`src/rtl/uart_sys_ctrl.sv`:
```
`timescale 1ns/1ps
// uart_sys_ctrl: parses UART RX byte frames into RF write/read and ALU commands,
// drives the registered RF/ALU strobes and pushes response bytes into the TX FIFO.
//
// state    | meaning
// IDLE     | waiting for an opcode byte
// WR_ADDR  | RF write: waiting for address byte
// WR_DATA  | RF write: waiting for data byte
// RD_ADDR  | RF read: waiting for address byte
// RD_WAIT  | RF read issued, waiting for read data (timed)
// OPA      | ALU: waiting for operand A (written to RF[0])
// OPB      | ALU: waiting for operand B (written to RF[1])
// ALU_FUN  | ALU: waiting for function byte
// ALU_WAIT | ALU started, waiting for result (timed)
// SEND_RD  | pushing read data byte
// SEND_LO  | pushing result low byte
// SEND_HI  | pushing result high byte
// SEND_ERR | pushing timeout error byte
module uart_sys_ctrl #(
  parameter int WIDTH_REG = 8,
  parameter int ADDR_W    = 4,
  parameter int TMO_CYC   = 255
) (
  input  logic                 i_CLK,
  input  logic                 i_rst_n,
  input  logic [WIDTH_REG-1:0] i_RX_Data,
  input  logic                 i_RX_Vid,
  input  logic                 i_PAR_ERR,
  input  logic                 i_framing_ERR,
  output logic                 o_RF_WrEn,
  output logic                 o_RF_RdEn,
  output logic [ADDR_W-1:0]    o_RF_Addr,
  output logic [WIDTH_REG-1:0] o_RF_WrData,
  input  logic [WIDTH_REG-1:0] i_RF_RdData,
  input  logic                 i_RF_RdData_Vld,
  output logic                 o_ALU_En,
  output logic [3:0]           o_ALU_FUN,
  output logic                 o_CLK_GATE_EN,
  input  logic [15:0]          i_ALU_OUT,
  input  logic                 i_ALU_OUT_Vld,
  output logic [WIDTH_REG-1:0] o_FIFO_WrData,
  output logic                 o_FIFO_WrEn,
  input  logic                 i_FIFO_Full,
  output logic                 o_BUSY
);

  localparam int CNT_W = (TMO_CYC > 1) ? $clog2(TMO_CYC) : 1;

  localparam logic [WIDTH_REG-1:0] OP_WR     = WIDTH_REG'(8'hAA);
  localparam logic [WIDTH_REG-1:0] OP_RD     = WIDTH_REG'(8'hBB);
  localparam logic [WIDTH_REG-1:0] OP_ALU_AB = WIDTH_REG'(8'hCC);
  localparam logic [WIDTH_REG-1:0] OP_ALU    = WIDTH_REG'(8'hDD);
  localparam logic [WIDTH_REG-1:0] ERR_BYTE  = WIDTH_REG'(8'hEE);

  typedef enum logic [3:0] {
    IDLE, WR_ADDR, WR_DATA, RD_ADDR, RD_WAIT, OPA, OPB, ALU_FUN, ALU_WAIT,
    SEND_RD, SEND_LO, SEND_HI, SEND_ERR
  } state_t;

  state_t               state, state_nxt;
  logic [ADDR_W-1:0]    addr_q, addr_nxt;
  logic [CNT_W-1:0]     tmo_cnt, tmo_nxt;
  logic [WIDTH_REG-1:0] rd_q, rd_nxt;
  logic [15:0]          res_q, res_nxt;
  logic                 wr_en_nxt, rd_en_nxt, alu_en_nxt;
  logic [ADDR_W-1:0]    rf_addr_nxt;
  logic [WIDTH_REG-1:0] rf_wdata_nxt;
  logic [3:0]           alu_fun_nxt;
  logic                 fifo_we;
  logic [WIDTH_REG-1:0] fifo_data;
  logic                 rx_ok, rx_bad;

  assign rx_ok  = i_RX_Vid & ~(i_PAR_ERR | i_framing_ERR);
  assign rx_bad = i_RX_Vid &  (i_PAR_ERR | i_framing_ERR);

  always_ff @(posedge i_CLK or negedge i_rst_n) begin
    if (!i_rst_n) begin
      state       <= IDLE;
      addr_q      <= '0;
      tmo_cnt     <= '0;
      rd_q        <= '0;
      res_q       <= '0;
      o_RF_WrEn   <= 1'b0;
      o_RF_RdEn   <= 1'b0;
      o_ALU_En    <= 1'b0;
      o_RF_Addr   <= '0;
      o_RF_WrData <= '0;
      o_ALU_FUN   <= '0;
    end else begin
      state       <= state_nxt;
      addr_q      <= addr_nxt;
      tmo_cnt     <= tmo_nxt;
      rd_q        <= rd_nxt;
      res_q       <= res_nxt;
      o_RF_WrEn   <= wr_en_nxt;
      o_RF_RdEn   <= rd_en_nxt;
      o_ALU_En    <= alu_en_nxt;
      o_RF_Addr   <= rf_addr_nxt;
      o_RF_WrData <= rf_wdata_nxt;
      o_ALU_FUN   <= alu_fun_nxt;
    end
  end

  // Timeout is a down-counter loaded on entry to a wait state; a valid seen on
  // the terminal-count cycle still wins over the timeout.
  always_comb begin
    state_nxt    = state;
    addr_nxt     = addr_q;
    tmo_nxt      = '0;
    rd_nxt       = rd_q;
    res_nxt      = res_q;
    wr_en_nxt    = 1'b0;
    rd_en_nxt    = 1'b0;
    alu_en_nxt   = 1'b0;
    rf_addr_nxt  = o_RF_Addr;
    rf_wdata_nxt = o_RF_WrData;
    alu_fun_nxt  = o_ALU_FUN;
    fifo_we      = 1'b0;
    fifo_data    = '0;
    case (state)
      IDLE: begin
        if (rx_ok) begin
          case (i_RX_Data)
            OP_WR:     state_nxt = WR_ADDR;
            OP_RD:     state_nxt = RD_ADDR;
            OP_ALU_AB: state_nxt = OPA;
            OP_ALU:    state_nxt = ALU_FUN;
            default:   state_nxt = IDLE;
          endcase
        end
      end
      WR_ADDR: begin
        if (rx_bad) state_nxt = IDLE;
        else if (rx_ok) begin
          addr_nxt  = i_RX_Data[ADDR_W-1:0];
          state_nxt = WR_DATA;
        end
      end
      WR_DATA: begin
        if (rx_bad) state_nxt = IDLE;
        else if (rx_ok) begin
          wr_en_nxt    = 1'b1;
          rf_addr_nxt  = addr_q;
          rf_wdata_nxt = i_RX_Data;
          state_nxt    = IDLE;
        end
      end
      RD_ADDR: begin
        if (rx_bad) state_nxt = IDLE;
        else if (rx_ok) begin
          rd_en_nxt   = 1'b1;
          rf_addr_nxt = i_RX_Data[ADDR_W-1:0];
          tmo_nxt     = CNT_W'(TMO_CYC - 1);
          state_nxt   = RD_WAIT;
        end
      end
      RD_WAIT: begin
        if (i_RF_RdData_Vld) begin
          rd_nxt    = i_RF_RdData;
          state_nxt = SEND_RD;
        end else if (tmo_cnt == '0) state_nxt = SEND_ERR;
        else tmo_nxt = tmo_cnt - CNT_W'(1);
      end
      OPA: begin
        if (rx_bad) state_nxt = IDLE;
        else if (rx_ok) begin
          wr_en_nxt    = 1'b1;
          rf_addr_nxt  = ADDR_W'(0);
          rf_wdata_nxt = i_RX_Data;
          state_nxt    = OPB;
        end
      end
      OPB: begin
        if (rx_bad) state_nxt = IDLE;
        else if (rx_ok) begin
          wr_en_nxt    = 1'b1;
          rf_addr_nxt  = ADDR_W'(1);
          rf_wdata_nxt = i_RX_Data;
          state_nxt    = ALU_FUN;
        end
      end
      ALU_FUN: begin
        if (rx_bad) state_nxt = IDLE;
        else if (rx_ok) begin
          alu_en_nxt  = 1'b1;
          alu_fun_nxt = i_RX_Data[3:0];
          tmo_nxt     = CNT_W'(TMO_CYC - 1);
          state_nxt   = ALU_WAIT;
        end
      end
      ALU_WAIT: begin
        if (i_ALU_OUT_Vld) begin
          res_nxt   = i_ALU_OUT;
          state_nxt = SEND_LO;
        end else if (tmo_cnt == '0) state_nxt = SEND_ERR;
        else tmo_nxt = tmo_cnt - CNT_W'(1);
      end
      SEND_RD: begin
        fifo_data = rd_q;
        if (!i_FIFO_Full) begin
          fifo_we   = 1'b1;
          state_nxt = IDLE;
        end
      end
      SEND_LO: begin
        fifo_data = WIDTH_REG'(res_q[7:0]);
        if (!i_FIFO_Full) begin
          fifo_we   = 1'b1;
          state_nxt = SEND_HI;
        end
      end
      SEND_HI: begin
        fifo_data = WIDTH_REG'(res_q[15:8]);
        if (!i_FIFO_Full) begin
          fifo_we   = 1'b1;
          state_nxt = IDLE;
        end
      end
      SEND_ERR: begin
        fifo_data = ERR_BYTE;
        if (!i_FIFO_Full) begin
          fifo_we   = 1'b1;
          state_nxt = IDLE;
        end
      end
      default: state_nxt = IDLE;
    endcase
  end

  assign o_FIFO_WrEn   = fifo_we;
  assign o_FIFO_WrData = fifo_data;
  assign o_BUSY        = (state != IDLE);
  assign o_CLK_GATE_EN = (state == ALU_FUN) || (state == ALU_WAIT);

endmodule

```
`config.mk`:
```
export PLATFORM = sky130hd
export DESIGN_NAME = uart_sys_ctrl
export DESIGN_NICKNAME = d
export VERILOG_FILES = /design/src/rtl/uart_sys_ctrl.sv
export SDC_FILE = /design/constraint.sdc
export NUM_CORES = 1
export LEC_CHECK = 0
export CAP_MARGIN = 20
export CORE_UTILIZATION = 45
export CTS_CLUSTER_DIAMETER = 100
export DETAILED_ROUTE_END_ITERATION = 16
export PLACE_DENSITY = 0.76
export SYNTH_ARGS = -nofsm -noshare
export SYNTH_HDL_FRONTEND = slang
export SYNTH_SLANG_ARGS = --single-unit
```
`constraint.sdc`:
```
create_clock -name i_CLK -period 1.9 [get_ports i_CLK]
set_clock_uncertainty 0.15 [all_clocks]
set_input_delay 0.38 -clock i_CLK [delete_from_list [all_inputs] [get_ports i_CLK]]
set_output_delay 0.38 -clock i_CLK [all_outputs]
set_load 0.01 [all_outputs]
```
# Word level (Yosys, flattened, before mapping)
# Index checks and enable logic that the tools add are counted.
[classes]
n_reduce_logical = 16
mux = 42
addsub = 1
n_eq_ne = 33
bitwise = 5
[op_table]
columns = ["cell", "n"]
rows = [
  ["$mux W4", 25],
  ["$pmux W4 S11", 1],
  ["$mux W8", 5],
  ["$eq A8 B8 Y1 const B", 4],
  ["$pmux W8 S4", 1],
  ["$pmux W8 S3", 1],
  ["$ne A2 B2 Y1 const B", 11],
  ["$eq A4 B4 Y1 const B", 5],
  ["$ne A3 B3 Y1 const B", 6],
  ["$reduce_and A9 Y1", 2],
  ["$eq A4 B3 Y1 const B", 4],
  ["$pmux W4 S4", 1],
  ["$pmux W3 S4", 1],
  ["$reduce_and A3 Y1", 3],
  ["$eq A4 B2 Y1 const B", 2],
  ["$logic_not A8 Y1", 1],
  ["$reduce_bool A4 Y1", 2],
  ["$sub A8 B1 Y8 const B", 1],
  ["$mux W1", 7],
  ["$reduce_or A3 Y1", 2],
  ["$eq A4 B1 Y1 const B", 1],
  ["$logic_not A4 Y1", 1],
  ["$reduce_and A2 Y1", 2],
  ["$reduce_or A4 Y1", 1],
  ["5 further kinds", 7],
]
[word_totals]
ff_bits = 59
out_inout_bits = 30

# Longest topological paths before layout
[depth]
ltp_word = 6
mapped_depth = 7
depth_no_buf = 5

# Least setup slack after synthesis
# OpenSTA, ideal clock, no wires.
[synth_timing]
path_kind = "reg-to-output"
start = "reg state[0]"
end = "out o_FIFO_WrData[0]"
arrival_time_ps = 1402
n_path_buf = 3
path_stages_with_launch = 8
required_ps = 1370
slack_ps = -32
cell_sequence = "dfrtp_1 -> buf_2 -> buf_2 -> buf_2 -> mux2i_1 -> nor2_1 -> a21oi_1 -> nor2_1"
[synth_between]
elab_chain_cells = 2
elab_cells_between_ends = 5
cone_classes = "4 x eq/ne; 1 x mux"
[synth_rtl]
columns = ["item", "line_no", "text"]
rows = [
  ["start, declared", "60", "state_t state, state_nxt;"],
  ["start signal, assigned", "90", "state <= state_nxt;"],
  ["$eq A4 B4 Y1", "120", "case (state)"],
  ["$pmux W8 S4 (*)", "120", ""],
  ["end, declared", "41", "output logic [WIDTH_REG-1:0] o_FIFO_WrData,"],
]
# Every way passes the cells marked *; elsewhere a longest branch is shown, timed or not.

# Worst setup path after layout
[layout_timing]
start = "reg state[0]"
end = "out o_FIFO_WrData[7]"
# Same word-level chain as after synthesis.

==> flow_summary.rst <==
.. list-table::
   :header-rows: 1

   * - Metric
     - Value
   * - Number of hold violations in the final report
     - 0
   * - TritonCTS clock tree
     - yes
   * - Worst-skew pair later-pin latency
     - 0.35 ns
   * - Layer carrying the most global-route usage
     - met2
   * - Biggest cell delay along the critical path
     - 0.46 ns
   * - CTS root buffer
     - sky130_fd_sc_hd__clkbuf_8
   * - CTS buffer count
     - 9
   * - Number of distinct library cells after synthesis
     - 52
   * - Worst hold path depth
     - 1
   * - Width of the die
     - 83.7 um
   * - Max-slew violation count
     - 0
   * - Final setup slack of the worst path
     - -0.453 ns
   * - Top-Level Pins
     - 70
   * - R2R cell count
     - 6
   * - Cell internal power dissipation
     - 4.65 mW
   * - CP Capture Type
     - primary output
   * - Core footprint
     - 6390 sq um
   * - Met2 global-route usage
     - 40.9%
   * - Cell-by-cell listing of the critical path
     - buf_6, mux2_4, a22oi_2, o21ai_0, and2_1, buf_2
   * - Number of vias in the routed layout
     - 2,642
   * - Synthesized flop and latch total
     - 59
   * - Main synth FF type
     - sky130_fd_sc_hd__dfrtp_1
   * - Startpoint type of the worst setup path
     - flop
   * - WP data arrival
     - 1.82 ns
   * - Fill count
     - 423
   * - Maximum fanout along the worst path
     - 4
   * - Relative contribution of sequential cells to total power
     - 30.1%
   * - Worst min-delay path startpoint
     - tmo_cnt[0]$_DFF_PN0_
   * - Syn nets
     - 306
   * - Gate count of the mapped netlist
     - 264
   * - Worst hold path endpoint
     - tmo_cnt[0]$_DFF_PN0_
   * - Port-buffer cells
     - 69
   * - Transition at the pin with the smallest max-transition slack
     - 0.544 ns
   * - Via count of the first global-routing pass
     - 2,701
   * - Share of the cycle needed by the critical path after routing
     - 124%
   * - Share of post-route cells with drive strength above 1
     - 43.6%
   * - Met3 track demand over resource in global routing
     - 7.02%
   * - Clock slew seen by the registers of the worst setup and hold paths
     - 0.07 ns
   * - Synth async-reset ratio
     - 100%
   * - Type of the worst min-delay path
     - reg2reg
   * - Critical path class
     - reg2out
   * - Status
     - finished with violations
   * - Iteration-0 DRC Markers
     - 149
   * - Drt pass-1 iters
     - 4
   * - Sw Pwr
     - 2.55 mW
   * - Req. time, crit path
     - 1.37 ns
   * - Area growth from synthesis to layout
     - 55.6%
   * - Worst vdd rail ir drop
     - 0.981 mV
   * - Share of power burned in the clock network
     - 16.6%
   * - Count of antenna-violating nets left after detailed routing
     - 0
   * - RSZ-0062 raised after global routing
     - yes
   * - Maximum clock frequency
     - 0.425 GHz
   * - Worst relative slew slack
     - 63.2%
   * - DIE AREA
     - 7010 sq um
   * - DR DRC count
     - 0
   * - Sequential share of the synthesized area
     - 49.1%
   * - Leakage power summed over all cells
     - 2.11 nW
   * - # H-tree levels
     - 3
   * - Minimum hold slack
     - 0.339 ns
   * - Crit-path slowest cell
     - sky130_fd_sc_hd__dfrtp_2
   * - Global-route wire length before repair
     - 13.3 mm
   * - Ys Warns
     - 0
   * - Mean instance size in the synthesized netlist
     - 11.4 sq um
   * - Number of endpoints failing setup at the final stage
     - 47
   * - Setup slack, reg-to-reg
     - -0.27 ns
   * - Routed wire length
     - 8.86 mm
   * - Critical path depth
     - 6
   * - Comb pwr share
     - 53.3%
   * - Cell Area, Synth
     - 3010 sq um
   * - DR WL/cell
     - 18.9 um
   * - Vias per inst
     - 5.63
   * - Detail Placement HPWL
     - 5.32 mm
   * - Global-route met1 utilization
     - 30.4%
   * - Cell type group with the largest total delay on the critical path
     - flip-flops
   * - Sum of overflow across all layers after global routing
     - 0
   * - Capture point of the worst reg-to-reg path
     - state[1]$_DFFE_PN0P_
   * - GRT Util Overall
     - 24.5%
   * - Number of enable-type register cells in the synthesized netlist
     - 0
   * - Switching fraction of total power
     - 35.4%
   * - Clock sink total
     - 59
   * - Row count
     - 29
   * - Final period demand of the worst path
     - 2.35 ns
   * - Buffering stage count on the worst path with inverters included
     - 2
   * - # nets final
     - 431
   * - Total Power Consumption
     - 7.21 mW
   * - Antenna Cells
     - 0
   * - Initial cell density of the core
     - 47.1%
   * - Final weighted congestion in routability-driven placement
     - 0.851
   * - Largest net degree at the start of global routing
     - 29
   * - Pwr dens
     - 1540 nW/um^2
   * - Reported max-cap violation count
     - 0
   * - Antenna violations before repair
     - 0
   * - Worst R2R Start
     - state[0]$_DFFE_PN0P_
   * - Violations in the final reports
     - setup timing
   * - Height of the die
     - 83.7 um
   * - CTS max path bufs
     - 2
## area by class of cell
cell class	instances	area [sq um]	area share (%)
clock inverters	2	35.0	0.749
inverters	6	25.0	0.535
flip-flops and latches	59	1480	31.6
well taps	77	96.3	2.06
repair buffers	127	1210	25.8
multi-input cells	186	1670	35.7
clock buffers	12	165	3.53
## Yosys cell counts, types with 3 or more instances
| master | instances | area, sq um |
|---|---|---|
| sky130_fd_sc_hd__and2_1 | 6 | 37.5 |
| sky130_fd_sc_hd__mux2_2 | 47 | 529 |
| sky130_fd_sc_hd__nand3b_1 | 3 | 22.5 |
| sky130_fd_sc_hd__nand4_1 | 6 | 37.5 |
| sky130_fd_sc_hd__o21ai_0 | 19 | 95.1 |
| sky130_fd_sc_hd__a22oi_1 | 6 | 45.0 |
| sky130_fd_sc_hd__nor2_1 | 18 | 67.6 |
| sky130_fd_sc_hd__nor4_1 | 3 | 18.8 |
| sky130_fd_sc_hd__nand2_1 | 7 | 26.3 |
| sky130_fd_sc_hd__xor2_1 | 6 | 52.6 |
| sky130_fd_sc_hd__nor3_1 | 4 | 20.0 |
| sky130_fd_sc_hd__a21oi_1 | 7 | 35.0 |
| sky130_fd_sc_hd__a31oi_1 | 5 | 31.3 |
| sky130_fd_sc_hd__nand3_1 | 4 | 20.0 |
| sky130_fd_sc_hd__mux2i_1 | 3 | 30.0 |
| sky130_fd_sc_hd__buf_2 | 6 | 30.0 |
| sky130_fd_sc_hd__clkbuf_1 | 6 | 22.5 |
| sky130_fd_sc_hd__dfrtp_1 | 59 | 1480 |
| sky130_fd_sc_hd__inv_1 | 6 | 22.5 |
## cell usage in the layout, fill, tap and decap left out, drive strengths merged, types with 6 or more instances in the layout
master,instances
dfrtp,59
inv,6
nand4,6
and2,6
a22oi,6
nand2,7
mux2,47
o21ai,20
nor2,20
buf,68
xor2,6
a21oi,7
clkdlybuf4s50,57
clkbuf,13
## per-layer routing
layer  up-vias  wire (um)  share of wire [%]
met3        15        443                5.0
met5         -          0                  0
met4         0        199                2.2
met2        97       4490                 51
met1      1309       3720                 42
li1       1221          -                  -
## cells by family after synthesis
logic type / share of synthesized area (%)
adders and majority gates: 1.17
and+or+nand+nor: 14.7
xor gates and xnor gates: 2.33
muxes: 18.6
DFF: 49.1
AOI/OAI and AO/OA: 11.2
buffers and inverters: 2.87
## stage by stage
stage | instances | instance area [sq um] | setup slack (ns) | util (%) | setup TNS (ns)
floorplan | 264 | 3010 | 0.00322 | - | 0
global placement | 438 | 4060 | -0.414 | 63.5 | -7.82
detailed placement | 438 | 4060 | -0.512 | 63.5 | -8.47
CTS | 463 | 4480 | -0.387 | 70.2 | -4.17
global route | 469 | 4680 | -0.502 | 73.2 | -11.93
finish | 469 | 4680 | -0.453 | 73.2 | -8.52
## power by group through the flow
stage / logic, mW / registers (mW) / clock network [mW]
floorplan: 1.77 / 2.10 / 0
global placement: 2.91 / 2.11 / 0
detailed placement: 2.99 / 2.13 / 0
CTS: 3.37 / 2.14 / 1.19
global route: 4.10 / 2.23 / 1.26
finish: 3.84 / 2.17 / 1.20
## worst register-to-register path, stage by stage, from the launching register on
cell                        delay [ns]
sky130_fd_sc_hd__dfrtp_2          0.46
sky130_fd_sc_hd__buf_12           0.18
sky130_fd_sc_hd__or4_4            0.56
sky130_fd_sc_hd__buf_6            0.16
sky130_fd_sc_hd__a2111oi_4        0.35
sky130_fd_sc_hd__nor4_2           0.10
sky130_fd_sc_hd__mux2i_1          0.14
## how the worst max path moves through the flow
| stage | slack, ns | from | to |
|---|---|---|---|
| final | -0.45 | state[0]$_DFFE_PN0P_ | o_FIFO_WrData[7] |
| after floorplan | 0.003 | state[1]$_DFFE_PN0P_ | o_FIFO_WrData[2] |
| after detailed placement | -0.51 | i_RX_Data[6] | state[0]$_DFFE_PN0P_ |
| after global placement | -0.41 | i_RX_Data[6] | state[0]$_DFFE_PN0P_ |
| after CTS | -0.39 | state[0]$_DFFE_PN0P_ | o_FIFO_WrData[5] |
| after global routing | -0.50 | state[0]$_DFFE_PN0P_ | o_FIFO_WrData[7] |
## repair_timing
action | 4_1_cts | 5_1_grt
setup endpoints to repair | 26 | 58
setup buffers | 10 | 6
gates cloned | 0 | 1
hold buffers | 1 | 0
gates resized for setup | 91 | 39
pin swaps | 11 | 8
hold endpoints to repair | 16 | 0
## sequential cells by signal (all words and copies together), names as in the netlist
signal,cells
res_q,16
state,4
o_RF_Addr,4
o_ALU_En,1
o_ALU_FUN,4
addr_q,4
o_RF_WrData,8
o_RF_RdEn,1
tmo_cnt,8
rd_q,8
o_RF_WrEn,1
(Power assumes the default switching activity.)
